File: src/rtl/main_control_fsm_if.sv
// Control bus between the RV32 multicycle main control FSM (master) and the datapath (slave).
// Carries the opcode/memory handshake inputs and every datapath select and strobe.
interface main_control_fsm_if #(
  parameter int CNT_W = 16
) ();
  logic [6:0]       ir_opcode;
  logic             mem_ready;
  logic [1:0]       alu_op;
  logic             alu_src_a;
  logic [1:0]       alu_src_b;
  logic             iord;
  logic             mem_read;
  logic             mem_write;
  logic             ir_write;
  logic             pc_write;
  logic             pc_write_cond;
  logic             reg_write;
  logic             mem_to_reg;
  logic             instr_done;
  logic [CNT_W-1:0] instr_count;
  logic             illegal_instr;

  modport master (
    input  ir_opcode, mem_ready,
    output alu_op, alu_src_a, alu_src_b, iord, mem_read, mem_write, ir_write,
           pc_write, pc_write_cond, reg_write, mem_to_reg, instr_done,
           instr_count, illegal_instr
  );

  modport slave (
    output ir_opcode, mem_ready,
    input  alu_op, alu_src_a, alu_src_b, iord, mem_read, mem_write, ir_write,
           pc_write, pc_write_cond, reg_write, mem_to_reg, instr_done,
           instr_count, illegal_instr
  );
endinterface

File: src/rtl/main_control_fsm.sv
// Moore main control FSM for the RV32 multicycle lab datapath with a retired-instruction counter.
// Optional ILLEGAL_TRAP_EN: unknown opcodes lock into TRAP instead of retiring as a NOP.
module main_control_fsm #(
  parameter logic [6:0] OP_R   = 7'b0110011,
  parameter logic [6:0] OP_LW  = 7'b0000011,
  parameter logic [6:0] OP_SW  = 7'b0100011,
  parameter logic [6:0] OP_BEQ = 7'b1100011,
  parameter int         CNT_W  = 16
) (
  input  logic               clk,
  input  logic               rst,
  main_control_fsm_if.master bus
);

  localparam logic [3:0] S_FETCH    = 4'd0;
  localparam logic [3:0] S_DECODE   = 4'd1;
  localparam logic [3:0] S_MEM_ADDR = 4'd2;
  localparam logic [3:0] S_MEM_RD   = 4'd3;
  localparam logic [3:0] S_MEM_WB   = 4'd4;
  localparam logic [3:0] S_MEM_WR   = 4'd5;
  localparam logic [3:0] S_EXEC_R   = 4'd6;
  localparam logic [3:0] S_ALU_WB   = 4'd7;
  localparam logic [3:0] S_BRANCH   = 4'd8;
`ifdef ILLEGAL_TRAP_EN
  localparam logic [3:0] S_TRAP     = 4'd9;
`endif

  logic [3:0]       r_state;
  logic [3:0]       w_next;
  logic [CNT_W-1:0] r_instr_count;

  logic             w_op_r;
  logic             w_op_lw;
  logic             w_op_sw;
  logic             w_op_beq;
  logic             w_op_known;

  logic [1:0]       w_alu_op;
  logic             w_alu_src_a;
  logic [1:0]       w_alu_src_b;
  logic             w_iord;
  logic             w_mem_read;
  logic             w_mem_write;
  logic             w_ir_write;
  logic             w_pc_write;
  logic             w_pc_write_cond;
  logic             w_reg_write;
  logic             w_mem_to_reg;
  logic             w_instr_done;

  assign w_op_r     = (bus.ir_opcode == OP_R);
  assign w_op_lw    = (bus.ir_opcode == OP_LW);
  assign w_op_sw    = (bus.ir_opcode == OP_SW);
  assign w_op_beq   = (bus.ir_opcode == OP_BEQ);
  assign w_op_known = w_op_r | w_op_lw | w_op_sw | w_op_beq;

  // Next-state logic; mem_ready only matters in the three memory-wait states.
  always_comb begin
    w_next = r_state;
    case (r_state)
      S_FETCH:    w_next = bus.mem_ready ? S_DECODE : S_FETCH;
      S_DECODE: begin
        if (w_op_lw || w_op_sw)  w_next = S_MEM_ADDR;
        else if (w_op_r)         w_next = S_EXEC_R;
        else if (w_op_beq)       w_next = S_BRANCH;
        else begin
`ifdef ILLEGAL_TRAP_EN
          w_next = S_TRAP;
`else
          w_next = S_FETCH;
`endif
        end
      end
      S_MEM_ADDR: w_next = w_op_sw ? S_MEM_WR : S_MEM_RD;
      S_MEM_RD:   w_next = bus.mem_ready ? S_MEM_WB : S_MEM_RD;
      S_MEM_WB:   w_next = S_FETCH;
      S_MEM_WR:   w_next = bus.mem_ready ? S_FETCH : S_MEM_WR;
      S_EXEC_R:   w_next = S_ALU_WB;
      S_ALU_WB:   w_next = S_FETCH;
      S_BRANCH:   w_next = S_FETCH;
`ifdef ILLEGAL_TRAP_EN
      S_TRAP:     w_next = S_TRAP;
`endif
      default:    w_next = S_FETCH;
    endcase
  end

  always_ff @(posedge clk or posedge rst) begin
    if (rst) r_state <= S_FETCH;
    else     r_state <= w_next;
  end

  // Output decode; everything is forced low while rst is held so an aborted access leaves no strobe.
  always_comb begin
    w_alu_op        = 2'b00;
    w_alu_src_a     = 1'b0;
    w_alu_src_b     = 2'b00;
    w_iord          = 1'b0;
    w_mem_read      = 1'b0;
    w_mem_write     = 1'b0;
    w_ir_write      = 1'b0;
    w_pc_write      = 1'b0;
    w_pc_write_cond = 1'b0;
    w_reg_write     = 1'b0;
    w_mem_to_reg    = 1'b0;
    w_instr_done    = 1'b0;
    if (!rst) begin
      case (r_state)
        S_FETCH: begin
          w_mem_read  = 1'b1;
          w_alu_src_b = 2'b01;
          w_ir_write  = bus.mem_ready;
          w_pc_write  = bus.mem_ready;
        end
        S_DECODE: begin
          w_alu_src_b = 2'b10;
`ifndef ILLEGAL_TRAP_EN
          w_instr_done = ~w_op_known;
`endif
        end
        S_MEM_ADDR: begin
          w_alu_src_a = 1'b1;
          w_alu_src_b = 2'b10;
        end
        S_MEM_RD: begin
          w_mem_read = 1'b1;
          w_iord     = 1'b1;
        end
        S_MEM_WB: begin
          w_reg_write  = 1'b1;
          w_mem_to_reg = 1'b1;
          w_instr_done = 1'b1;
        end
        S_MEM_WR: begin
          w_mem_write  = 1'b1;
          w_iord       = 1'b1;
          w_instr_done = bus.mem_ready;
        end
        S_EXEC_R: begin
          w_alu_src_a = 1'b1;
          w_alu_op    = 2'b10;
        end
        S_ALU_WB: begin
          w_reg_write  = 1'b1;
          w_instr_done = 1'b1;
        end
        S_BRANCH: begin
          w_alu_src_a     = 1'b1;
          w_alu_op        = 2'b01;
          w_pc_write_cond = 1'b1;
          w_instr_done    = 1'b1;
        end
        default: ;
      endcase
    end
  end

  // Counter wraps silently at 2^CNT_W.
  always_ff @(posedge clk or posedge rst) begin
    if (rst)               r_instr_count <= '0;
    else if (w_instr_done) r_instr_count <= r_instr_count + 1'b1;
  end

`ifdef ILLEGAL_TRAP_EN
  logic r_illegal;

  always_ff @(posedge clk or posedge rst) begin
    if (rst)                                      r_illegal <= 1'b0;
    else if (r_state == S_DECODE && !w_op_known)  r_illegal <= 1'b1;
  end

  assign bus.illegal_instr = r_illegal;
`else
  assign bus.illegal_instr = 1'b0;
`endif

  assign bus.alu_op        = w_alu_op;
  assign bus.alu_src_a     = w_alu_src_a;
  assign bus.alu_src_b     = w_alu_src_b;
  assign bus.iord          = w_iord;
  assign bus.mem_read      = w_mem_read;
  assign bus.mem_write     = w_mem_write;
  assign bus.ir_write      = w_ir_write;
  assign bus.pc_write      = w_pc_write;
  assign bus.pc_write_cond = w_pc_write_cond;
  assign bus.reg_write     = w_reg_write;
  assign bus.mem_to_reg    = w_mem_to_reg;
  assign bus.instr_done    = w_instr_done;
  assign bus.instr_count   = r_instr_count;

endmodule

File: src/flat_wrapper.sv
// flat-port wrapper written by rule: the top's interface ports become plain ports
module main_control_fsm_flat 
#(
  parameter logic [6:0] OP_R   = 7'b0110011,
  parameter logic [6:0] OP_LW  = 7'b0000011,
  parameter logic [6:0] OP_SW  = 7'b0100011,
  parameter logic [6:0] OP_BEQ = 7'b1100011,
  parameter int         CNT_W  = 16
)
  (clk, rst, bus_ir_opcode, bus_mem_ready, bus_alu_op, bus_alu_src_a, bus_alu_src_b, bus_iord, bus_mem_read, bus_mem_write, bus_ir_write, bus_pc_write, bus_pc_write_cond, bus_reg_write, bus_mem_to_reg, bus_instr_done, bus_instr_count, bus_illegal_instr);
  main_control_fsm_if #(.CNT_W(CNT_W)) bus_i ();
  input  logic clk;
  input  logic rst;
  input wire logic [$bits(bus_i.ir_opcode)-1:0] bus_ir_opcode;
  input wire logic [$bits(bus_i.mem_ready)-1:0] bus_mem_ready;
  output wire logic [$bits(bus_i.alu_op)-1:0] bus_alu_op;
  output wire logic [$bits(bus_i.alu_src_a)-1:0] bus_alu_src_a;
  output wire logic [$bits(bus_i.alu_src_b)-1:0] bus_alu_src_b;
  output wire logic [$bits(bus_i.iord)-1:0] bus_iord;
  output wire logic [$bits(bus_i.mem_read)-1:0] bus_mem_read;
  output wire logic [$bits(bus_i.mem_write)-1:0] bus_mem_write;
  output wire logic [$bits(bus_i.ir_write)-1:0] bus_ir_write;
  output wire logic [$bits(bus_i.pc_write)-1:0] bus_pc_write;
  output wire logic [$bits(bus_i.pc_write_cond)-1:0] bus_pc_write_cond;
  output wire logic [$bits(bus_i.reg_write)-1:0] bus_reg_write;
  output wire logic [$bits(bus_i.mem_to_reg)-1:0] bus_mem_to_reg;
  output wire logic [$bits(bus_i.instr_done)-1:0] bus_instr_done;
  output wire logic [$bits(bus_i.instr_count)-1:0] bus_instr_count;
  output wire logic [$bits(bus_i.illegal_instr)-1:0] bus_illegal_instr;
  assign bus_i.ir_opcode = bus_ir_opcode;
  assign bus_i.mem_ready = bus_mem_ready;
  assign bus_alu_op = bus_i.alu_op;
  assign bus_alu_src_a = bus_i.alu_src_a;
  assign bus_alu_src_b = bus_i.alu_src_b;
  assign bus_iord = bus_i.iord;
  assign bus_mem_read = bus_i.mem_read;
  assign bus_mem_write = bus_i.mem_write;
  assign bus_ir_write = bus_i.ir_write;
  assign bus_pc_write = bus_i.pc_write;
  assign bus_pc_write_cond = bus_i.pc_write_cond;
  assign bus_reg_write = bus_i.reg_write;
  assign bus_mem_to_reg = bus_i.mem_to_reg;
  assign bus_instr_done = bus_i.instr_done;
  assign bus_instr_count = bus_i.instr_count;
  assign bus_illegal_instr = bus_i.illegal_instr;
  main_control_fsm #(.OP_R(OP_R), .OP_LW(OP_LW), .OP_SW(OP_SW), .OP_BEQ(OP_BEQ), .CNT_W(CNT_W)) u_core (.clk(clk), .rst(rst), .bus(bus_i));
endmodule
File: config.mk
export PLATFORM = sky130hd
export DESIGN_NAME = main_control_fsm_flat
export DESIGN_NICKNAME = d
export VERILOG_FILES = /design/src/rtl/main_control_fsm_if.sv /design/src/rtl/main_control_fsm.sv /design/src/flat_wrapper.sv
export SDC_FILE = /design/constraint.sdc
export NUM_CORES = 1
export LEC_CHECK = 0
export CORE_MARGIN = 2
export CORE_UTILIZATION = 45
export CTS_CLUSTER_DIAMETER = 80
export CTS_CLUSTER_SIZE = 12
export DETAILED_ROUTE_END_ITERATION = 8
export PLACE_DENSITY = 0.79
export SKIP_CTS_REPAIR_TIMING = 1
export SYNTH_ARGS = -nofsm -noshare
export SYNTH_HDL_FRONTEND = slang
export SYNTH_SLANG_ARGS = --single-unit
File: constraint.sdc
create_clock -name clk -period 1.95 [get_ports clk]
set_input_delay 0.39 -clock clk [delete_from_list [all_inputs] [get_ports clk]]
set_output_delay 0.39 -clock clk [all_outputs]
set_load 0.02 [all_outputs]
; Word level (Yosys, flattened, before mapping)
; Index checks and enable logic that the tools add are counted.
[word_totals]
reg_bits = 20
inputBits = 10
out_inout_bits = 31
elab_cells = 57
[op_classes]
add_sub_neg = 1
eq_ne = 12
n_mux = 30
n_bitwise = 4
n_reduce_logical = 8
[op_table]
columns = op, count
row1 = $pmux W4 S6, 1
row2 = $mux W1, 18
row3 = $add A16 B1 Y16 const B, 1
row4 = $eq A4 B3 Y1 const B, 4
row5 = $eq A7 B6 Y1 const B, 2
row6 = $mux W4, 3
row7 = $mux W3, 3
row8 = $eq A4 B2 Y1 const B, 2
row9 = $pmux W2 S2, 2
row10 = $reduce_or A2 Y1, 4
row11 = $eq A7 B2 Y1 const B, 1
row12 = $eq A7 B7 Y1 const B, 1
row13 = $reduce_or A3 Y1, 2
row14 = $eq A4 B1 Y1 const B, 1
row15 = $eq A4 B4 Y1 const B, 1
row16 = $logic_not A4 Y1, 1
row17 = $mux W2, 2
row18 = $or A1 B1 Y1, 3
row19 = $pmux W1 S3, 1
row20 = $logic_or A1 B1 Y1, 1
row21 = $not A1 Y1, 1

; Depth between registers and ports, before layout
; Gate-level depths: netlist of the first run.
[depth]
depth_word = 7
ltp_mapped = 7
mapped_depth_nobuf = 6

; Least setup slack after synthesis of the first run
; Ideal clock, no wire load.
[synth_timing]
path_type = input-to-output
start = in rst
end = out bus_pc_write
arrival_time_ns = 1.936
required_ns = 1.560
path_slack_ns = -0.376
cell_stages = 5
n_path_buf = 2
path_cell_list = clkbuf_1 > or3_1 > nor3_1 > and2_1 > buf_4
[synth_via]
elab_chain_len = 1
[synth_rtl]
columns = element, line
row1 = from (decl), flat_wrapper.sv:13  ; input logic rst;
row2 = $mux W1, -
row3 = to (decl), flat_wrapper.sv:23  ; output wire logic [$bits(bus_i.pc_write)-1:0] bus_pc_write;
; No other way between the ends.

; Worst setup path after layout of the first run
[layout_timing]
start = reg u_core.r_state[2]
end = out bus_pc_write
[layout_via]
elab_chain_len = 3
[layout_rtl]
columns = element, line
row1 = from (decl), main_control_fsm.sv:28  ; logic [3:0] r_state;
row2 = from (signal assigned), main_control_fsm.sv:90  ; else r_state <= w_next;
row3 = $logic_not A4 Y1, main_control_fsm.sv:108  ; case (r_state)
row4 = $mux W1, main_control_fsm.sv:108
row5 = $mux W1, main_control_fsm.sv:107  ; if (!rst) begin
; No other way between the ends.

==> results of run 1 <==
path summary, 6_finish.rpt:
path,startpoint,endpoint,slack [ns],cells past startpoint
hold reg to reg,u_core.bus.instr_count[15],u_core.bus.instr_count[15],0.49,1
setup reg to reg,u_core.r_state[1],u_core.bus.instr_count[15],0.10,6
setup / recovery,u_core.r_state[2],bus_pc_write,-0.22,5
max in group asynchronous,rst,u_core.bus.instr_count[13],1.04,5
min in group asynchronous,rst,u_core.r_state[1],0.63,4
hold / removal,bus_ir_opcode[6],u_core.r_state[3],0.39,3
worst max-delay path, stage by stage, from the launching register on:
cell and delay [ns]:
sky130_fd_sc_hd__dfrtp_2 0.46, sky130_fd_sc_hd__buf_6 0.14, sky130_fd_sc_hd__or3_4 0.36, sky130_fd_sc_hd__nor3_4 0.21
sky130_fd_sc_hd__and2_4 0.19, sky130_fd_sc_hd__buf_6 0.11
final cells by class:
cell class              instances  area, um^2
multi-input cells              98         818
repair buffers                 71         649
flip-flops and latches         20         503
fillers                       155         493
well taps                      30        37.5
clock buffers                   4        36.3
inverters                       2        7.51
power by group:
part	internal, mW	switching (mW)
Combinational	0.647	0.624
Clock	0.114	0.138
Sequential	0.489	0.0917
per-layer routing:
layer / wire length, um / vias to the layer above / track usage (%) / part of all wire (%)
li1: - / 589 / - / -
met4: 46 / 0 / 5.44 / 1.2
met5: 0 / - / 0 / 0
met1: 1580 / 621 / 23.8 / 43
met2: 1920 / 33 / 32.6 / 52
met3: 134 / 7 / 5.30 / 3.6
layout by cell type, fill, tap and decap left out, types with 3 or more instances in the layout:
| cell type | Yosys | final |
|---|---|---|
| sky130_fd_sc_hd__buf_4 | 3 | 33 |
| sky130_fd_sc_hd__clkdlybuf4s50_1 | 0 | 19 |
| sky130_fd_sc_hd__dfrtp_1 | 20 | 18 |
| sky130_fd_sc_hd__xnor2_1 | 15 | 14 |
| sky130_fd_sc_hd__buf_6 | 0 | 9 |
| sky130_fd_sc_hd__nand3_1 | 7 | 7 |
| sky130_fd_sc_hd__nand2_1 | 9 | 7 |
| sky130_fd_sc_hd__nand4_1 | 7 | 7 |
| sky130_fd_sc_hd__dlymetal6s2s_1 | 0 | 6 |
| sky130_fd_sc_hd__nor2_1 | 6 | 5 |
| sky130_fd_sc_hd__o21ai_0 | 4 | 4 |
| sky130_fd_sc_hd__nand2b_4 | 1 | 3 |
| sky130_fd_sc_hd__nor2b_1 | 4 | 3 |
| sky130_fd_sc_hd__and3_1 | 3 | 3 |
| sky130_fd_sc_hd__nor3_1 | 6 | 3 |
| sky130_fd_sc_hd__a31oi_1 | 3 | 3 |
| sky130_fd_sc_hd__clkbuf_4 | 0 | 3 |
through the flow:
stage | total power, mW | area [um^2] | hold slack (ns) | util (%)
after floorplan | 1.15 | 1240 | 0.527 | -
after global placement | 1.57 | 1810 | 0.457 | 71.2
after detailed placement | 1.59 | 1810 | 0.477 | 71.2
after CTS | 1.84 | 1850 | 0.493 | 72.6
after global routing | 2.21 | 2050 | 0.387 | 80.6
final | 2.10 | 2050 | 0.391 | 80.6
state kept, by name, indices dropped and copies added, names as in the netlist:
register                flops
u_core.r_state              4
u_core.bus.instr_count     16
kinds of logic (layout without fill, tap and decap cells):
family / Yosys count / after routing / synth area share (%)
simple gates: 63 / 63 / 31.3
flops: 20 / 20 / 40.6
xor+xnor: 17 / 17 / 12.1
compound gates: 13 / 13 / 8.01
buf+inv: 10 / 77 / 4.06
mux: 3 / 3 / 2.64
fa+ha+maj: 1 / 1 / 1.01
other cells: 1 / 1 / 0.304
==> flow_metrics.tcl, run 1 <==
set metrics [dict create \
    cts-buffers-inserted 3 \
    grt_start_max_net_pins 15 \
    max-vdd-ir-drop_mv 1.02 \
    failed_checks "negative setup slack" \
    n_antenna_cell 0 \
    yosysMostFrequentCell "sky130_fd_sc_hd__dfrtp_1" \
    ys_seq_elements 20 \
    criticalPathCategory "flop to output port" \
    synth_seq_area_share_pct 40.6 \
    routabilityCongestion 0.759 \
    grt_pass1_wl_mm 4.86 \
    post_synth_inst_count 128 \
    critical_path_peak_fanout 6 \
    hold_class "primary input to flop" \
    total_instance_count_after_detailed_placement 214 \
    drt_first_iter_violations 40 \
    post-place-ws_ns -0.699 \
    cts.root.buffer_cell "sky130_fd_sc_hd__clkbuf_4" \
    final_nets 207 \
    synth.cell_area_mm2 0.00123 \
    fraction_of_layout_instances_using_a_drive_strength_above_1_pct 40.5 \
    critPathCaptureType "output port" \
    final_min_period_over_clock_period_pct 111 \
    postSynth.asyncResetShare_pct 100 \
    max_cap_violations 0 \
    final_cells 225 \
    clock_latency_ns 0.32 \
    cts.clk_slew.worst_paths_ns 0.11 \
    fmaxAchievable_ghz 0.461 \
    floorplan.die.width_um 56.4 \
    crit_required_ns 1.56 \
    synth_edf_count 0 \
    coreArea_mm2 0.00254 \
    via_count 1250 \
    dp_hpwl_mm 2.21 \
    synth_top_cells_by_count "sky130_fd_sc_hd__dfrtp_1, sky130_fd_sc_hd__xnor2_1, sky130_fd_sc_hd__nand2_1" \
    cts_sinks 20 \
    power.density_cell_area_mw_per_mm2 1030 \
    overflow 0 \
    synth_top_cell_by_area "sky130_fd_sc_hd__dfrtp_1" \
    max-clock-path-buffers 2 \
    report.final.setup_viol 7 \
    finalHoldViolCount 0 \
    drt_wl_total_mm 3.69 \
    placement_rows 18 \
    io_pins 41 \
    synthDominantCellAreaShare_pct 40.6 \
    drc_errors 0 \
    area_of_the_die_mm2 0.00318 \
    viasPerCell 5.56 \
    rsz0062_at_grt "yes" \
    layout_setup_ws_ns -0.219 \
    ctsHtreeMaxLevel 1 \
    groute.usage.overall_pct 19.2 \
    critical_path.startpoint_type "flop" \
    drt-wirelength-per-cell_um 16.4 \
    place.port_buffers 39 \
    areaGrowthSynthToFinish_pct 66.3 \
    top_cells_by_area_in_the_synthesized_netlist "sky130_fd_sc_hd__dfrtp_1, sky130_fd_sc_hd__xnor2_1, sky130_fd_sc_hd__nand4_1" \
    final.setup_skew_ns 0.00640 \
    route.antenna.remaining_nets 0 \
    die_height_um 56.4 \
    totalNegativeSetupSlack_ns -0.975 \
    drv_slew 0 \
    syn_avg_cell_area_um2 9.64 \
    status "finished with violations" \
    clock_tree_from_tritoncts "yes" \
    drt_pre_antenna_iters 6 \
    layout_min_cycle_time_ns 2.17 \
    antenna_violations_before_repair 0 \
    yosys.cell_types.count 41 \
    synth_ff_type "sky130_fd_sc_hd__dfrtp_1" \
    critical_path_arrival_ns 1.78 \
    synth_warnings 0 \
    start_util_pct 48.5 \
    p_leak_nw 0.914 \
    first_global_vias 1112 \
    syn_nets 139 \
]
Power figures use the tool's default switching activity.
==> run 2: changes to the inputs <==
--- a/config.mk
+++ b/config.mk
@@ -6,11 +6,11 @@
 export NUM_CORES = 1
 export LEC_CHECK = 0
 export CORE_MARGIN = 2
-export CORE_UTILIZATION = 45
+export CORE_UTILIZATION = 41
 export CTS_CLUSTER_DIAMETER = 80
 export CTS_CLUSTER_SIZE = 12
 export DETAILED_ROUTE_END_ITERATION = 8
-export PLACE_DENSITY = 0.79
+export PLACE_DENSITY = 0.76
 export SKIP_CTS_REPAIR_TIMING = 1
 export SYNTH_ARGS = -nofsm -noshare
 export SYNTH_HDL_FRONTEND = slang
==> constraint.sdc (replaced) <==
create_clock -name clk -period 1.9 [get_ports clk]
set_input_delay 0.38 -clock clk [delete_from_list [all_inputs] [get_ports clk]]
set_output_delay 0.38 -clock clk [all_outputs]
set_load 0.02 [all_outputs]
==> run 2 against run 1 <==
The flow finishes with violations (design-rule violations, negative setup slack). First-iteration DRC count stayed put. Core utilization shrank 9.6 points. Power fell by 5.6%. Setup slack improved by 0.047 ns. Largest cell class unchanged. Highest routed layer unchanged.
==> flow_metrics.tcl, run 2 (synthesis gave the netlist of run 1 again) <==
set metrics [dict create \
    failed_checks "design-rule violations, negative setup slack" \
    placement_rows 19 \
    grt_pass1_wl_mm 4.98 \
    wl_met2_mm 1.74 \
    critPathCaptureType "output port" \
    final_nets 203 \
    worst_path_max_delay_cell "sky130_fd_sc_hd__dfrtp_1" \
    top_signal_layer_used "met4" \
    max_cap_violations 0 \
    groute.usage.overall_pct 18.6 \
    drt-wirelength-per-cell_um 15.0 \
    routabilityCongestion 0.801 \
    multi_input_comb_area_um2 790 \
    clock_tree_from_tritoncts "yes" \
    drv_slew 0 \
    place.port_buffers 39 \
    cts_sinks 20 \
    critical_path_peak_fanout 2 \
    dp_hpwl_mm 2.47 \
    grt_start_max_net_pins 15 \
    antenna_violations_before_repair 0 \
    cts.root.buffer_cell "sky130_fd_sc_hd__clkbuf_4" \
    route.antenna.remaining_nets 0 \
    m1WireLength_mm 1.39 \
    cts-buffers-inserted 3 \
    largest_register_ff_count 16 \
    overflow 0 \
    io_pins 41 \
    fmaxAchievable_ghz 0.483 \
    cts.clk_slew.worst_paths_ns 0.11 \
    start_util_pct 44.0 \
    areaGrowthSynthToFinish_pct 61.5 \
    crit_required_ns 1.52 \
    total_met3_wirelength_after_detailed_routing_um 149 \
    layout_setup_ws_ns -0.172 \
    hold_class "primary input to async pin" \
    coreArea_mm2 0.00281 \
    max-clock-path-buffers 2 \
    rsz0062_at_grt "yes" \
    core_utilization_of_the_finished_layout_pct 71.0 \
    clock_latency_ns 0.29 \
    drt_pre_antenna_iters 7 \
    via_count 1212 \
    fraction_of_layout_instances_using_a_drive_strength_above_1_pct 35.6 \
    floorplan.die.width_um 58.9 \
    max-vdd-ir-drop_mv 0.960 \
    criticalPathCategory "flop to output port" \
    finalHoldViolCount 0 \
    final_min_period_over_clock_period_pct 109 \
    critical_path_arrival_ns 1.69 \
    p_leak_nw 0.916 \
    area_of_the_die_mm2 0.00346 \
    report.final.setup_viol 7 \
    power.density_cell_area_mw_per_mm2 997 \
    ctsHtreeMaxLevel 1 \
    drt_wl_total_mm 3.32 \
    layout_common_cells "sky130_fd_sc_hd__buf_4, sky130_fd_sc_hd__clkdlybuf4s50_1, sky130_fd_sc_hd__dfrtp_1" \
    die_height_um 58.9 \
    drc_errors 2 \
    r2r_setup_slack_ns 0.04 \
    most_common_cell_after_layout_fill_and_taps_aside "sky130_fd_sc_hd__buf_4" \
    crit_chain "nand2b_4 -> or3_4 -> o221ai_4 -> and2_4 -> buf_6" \
    drt_first_iter_violations 40 \
    status "finished with violations" \
    cp_slowest_stage_delay_ns 0.41 \
    first_global_vias 1155 \
    critical_path.startpoint_type "flop" \
    viasPerCell 5.46 \
    final.setup_skew_ns 0.00422 \
    layout_min_cycle_time_ns 2.07 \
    totalNegativeSetupSlack_ns -0.634 \
    register_area_um2 503 \
    n_antenna_cell 0 \
    layout.filler_cells 213 \
]
## run 2: layout make-up
type | count | share of cell area, %
clock buffer | 4 | 1.82
inverter | 2 | 0.565
tap | 31 | 1.95
sequential | 20 | 25.3
multi-input combinational | 98 | 39.6
timing repair buffer | 67 | 30.8
## run 2: worst paths after layout
check,depth (start not counted),from,to
hold / removal,4,rst,u_core.bus.instr_count[1]
hold reg to reg,1,u_core.bus.instr_count[15],u_core.bus.instr_count[15]
setup reg to reg,6,u_core.r_state[1],u_core.bus.instr_count[10]
setup / recovery,5,u_core.r_state[1],bus_instr_done
min in group clk,1,u_core.bus.instr_count[15],u_core.bus.instr_count[15]
max in group asynchronous,4,rst,u_core.r_state[3]
## run 2: worst max-delay path: cells and delay by family, from the launching register on
family | cells | cell delay, ns
DFF | 1 | 0.41
and+or+nand+nor | 3 | 0.68
AOI/OAI and AO/OA | 1 | 0.20
buffers and inverters | 1 | 0.11
## run 2: metal layers
metal,vias to the layer above,GRT usage (%)
met5,-,0
met4,0,5.19
met3,6,3.74
met2,33,33.8
met1,586,22.1
li1,587,-
## run 2: stage by stage
step / worst slack [ns] / total power [mW] / cell area (um^2) / instances / hold WS (ns)
floorplan: -0.164 / 1.20 / 1250 / 128 / 0.480
global placement: -0.691 / 1.61 / 1810 / 213 / 0.457
detailed placement: -0.692 / 1.64 / 1810 / 213 / 0.473
CTS: -0.710 / 1.89 / 1840 / 217 / 0.488
global route: -0.247 / 2.12 / 1990 / 222 / 0.322
finish: -0.172 / 1.99 / 1990 / 222 / 0.325
## run 2: power breakdown
part | switching, mW | internal [mW] | total (mW)
clock | 0.120 | 0.117 | 0.237
combinational | 0.578 | 0.581 | 1.16
sequential | 0.0882 | 0.502 | 0.590
==> patch, RTL diff (settings of run 2) <==
Build with the macro `ILLEGAL_TRAP_EN` defined.
--- a/src/rtl/main_control_fsm.sv
+++ b/src/rtl/main_control_fsm.sv
@@ -1,5 +1,7 @@
 // Moore main control FSM for the RV32 multicycle lab datapath with a retired-instruction counter.
 // Optional ILLEGAL_TRAP_EN: unknown opcodes lock into TRAP instead of retiring as a NOP.
+`define ILLEGAL_TRAP_EN
+
 module main_control_fsm #(
   parameter logic [6:0] OP_R   = 7'b0110011,
   parameter logic [6:0] OP_LW  = 7'b0000011,
Behaviour: not the same (a bounded check fails within 4 cycles, from zero or initial values and one cycle with rst high).
==> patch against run 2 <==
The run ends with negative setup slack left. Via count up 1.5%. First-iteration DRC count down 40%. Area after synthesis up 2.4%. Power down 2.5%. Sequential cell count up 1. Clock skew up 0.0065 ns. Synthesized cell count up 1.6%. Global-route usage down 0.76 points. Wire length down 1.2%. Final area up 2.8%. Worst setup slack better by 0.066 ns. Clock power down 6%. Largest power group unchanged.
==> patch: results (changes against run 2) <==
Final layout
  • Fillers: 240 (+13%)
  • Share of cells above drive strength 1: 40.20% (+4.6 points)
  • Nets: 211 (+3.9%)

Timing
  • Hold_ws: 0.3087 ns (-0.01619 ns)
  • Setup ws final: -0.1063 ns (+0.06560 ns)
  • Max Clock Skew: 0.01074 ns (+0.006528 ns)
  • Final setup vio count: 6 (-1)
  • Setup Total Neg Slack: -0.2602 ns (+0.3742 ns)

Placed design
  • Area of placed instances: 0.001839 mm^2 (+1.7%)
  • Pre-CTS WS: -0.5543 ns (+0.1376 ns)
  • DP Wirelength: 2.376 mm (-3.7%)

Synth
  • Synth Area in XOR/XNOR: 11.09% (-0.98 points)
  • Synth Area in Compound Gates: 7.921% (-0.091 points)
  • Distinct cells, synth: 39 (-4.9%)
  • Synth top cells by count: dfrtp_1, xor2_1, nor3_1
  • Synth Net Count: 141 (+1.4%)
  • Register area share after synthesis: 41.58% (+1.0 points)
  • Post-synthesis adder-cell area fraction: 1.782% (+0.77 points)
  • Syn Inst Count: 130 (+1.6%)

Route
  • Final wirelength: 3.284 mm (-1.2%)
  • Vias/cell: 5.302 (-2.9%)
  • DR WL/cell: 14.16 um (-5.5%)
  • Drt pass-1 iters: 4 (-3)
  • DR iter-0 viols: 24 (-40%)
  • Met1 Routed Length: 1.396 mm (+0.72%)

CTS
  • Worst skew pair latency: 0.31 ns (+0.02 ns)
  • Clock transition at the registers of the reported paths: 0.13 ns (+0.02 ns)

Critical path
  • Slowest stage cell, crit path: dfrtp_2
  • Path depth of the worst reg2reg path: 7 (+1)
  • Slowest stage delay, CP: 0.46 ns (+0.05 ns)
  • Cell class contributing the biggest share of worst-path delay: flip-flops
  • Reg-to-reg endpoint: u_core.bus.instr_count[13]
  • Worst-path maximum fanout: 4 (+2)

Run status
  • Status: complete, but fails checks
  • Failing checks: negative setup slack

Global route
  • GR Layer Usage met1: 20.77% (-1.4 points)
  • M2 GR Usage: 32.97% (-0.84 points)
  • Routing usage on met3: 3.057% (-0.68 points)
  • Total GRT Usage: 17.87% (-0.76 points)

Power and ir drop
  • Power per cell area: 946.2 mW/mm^2 (-5.1%)
  • Leakage power total: 0.9251 nW (+1.0%)
  • Clk pwr share: 11.5% (-0.4 points)
-- patch: changes by cell type after synthesis, moves of 5 or more --
cell     delta
nor4_1      +5
xnor2_1    -14
nor3_1      +5
xor2_1     +13
nand4_1     -5
-- patch: worst register-to-register path: cells and delay by family, from the launching register on --
family | cells | cell delay [ns]
buffers and inverters | 3 | 0.50
xor gates and xnor gates | 1 | 0.20
DFF | 1 | 0.46
AOI/OAI and AO/OA | 1 | 0.03
and+or+nand+nor | 2 | 0.58
-- patch: final cells by class --
type	count	area, um^2	share of cell area, %
Inverter	4	18.77	0.9169
Sequential cell	21	530.5	25.92
Timing Repair Buffer	71	638.1	31.17
Clock inverter	1	7.507	0.3667
Tap cell	33	41.29	2.017
Multi-Input combinational cell	99	788.3	38.51
Clock buffer	3	22.52	1.100
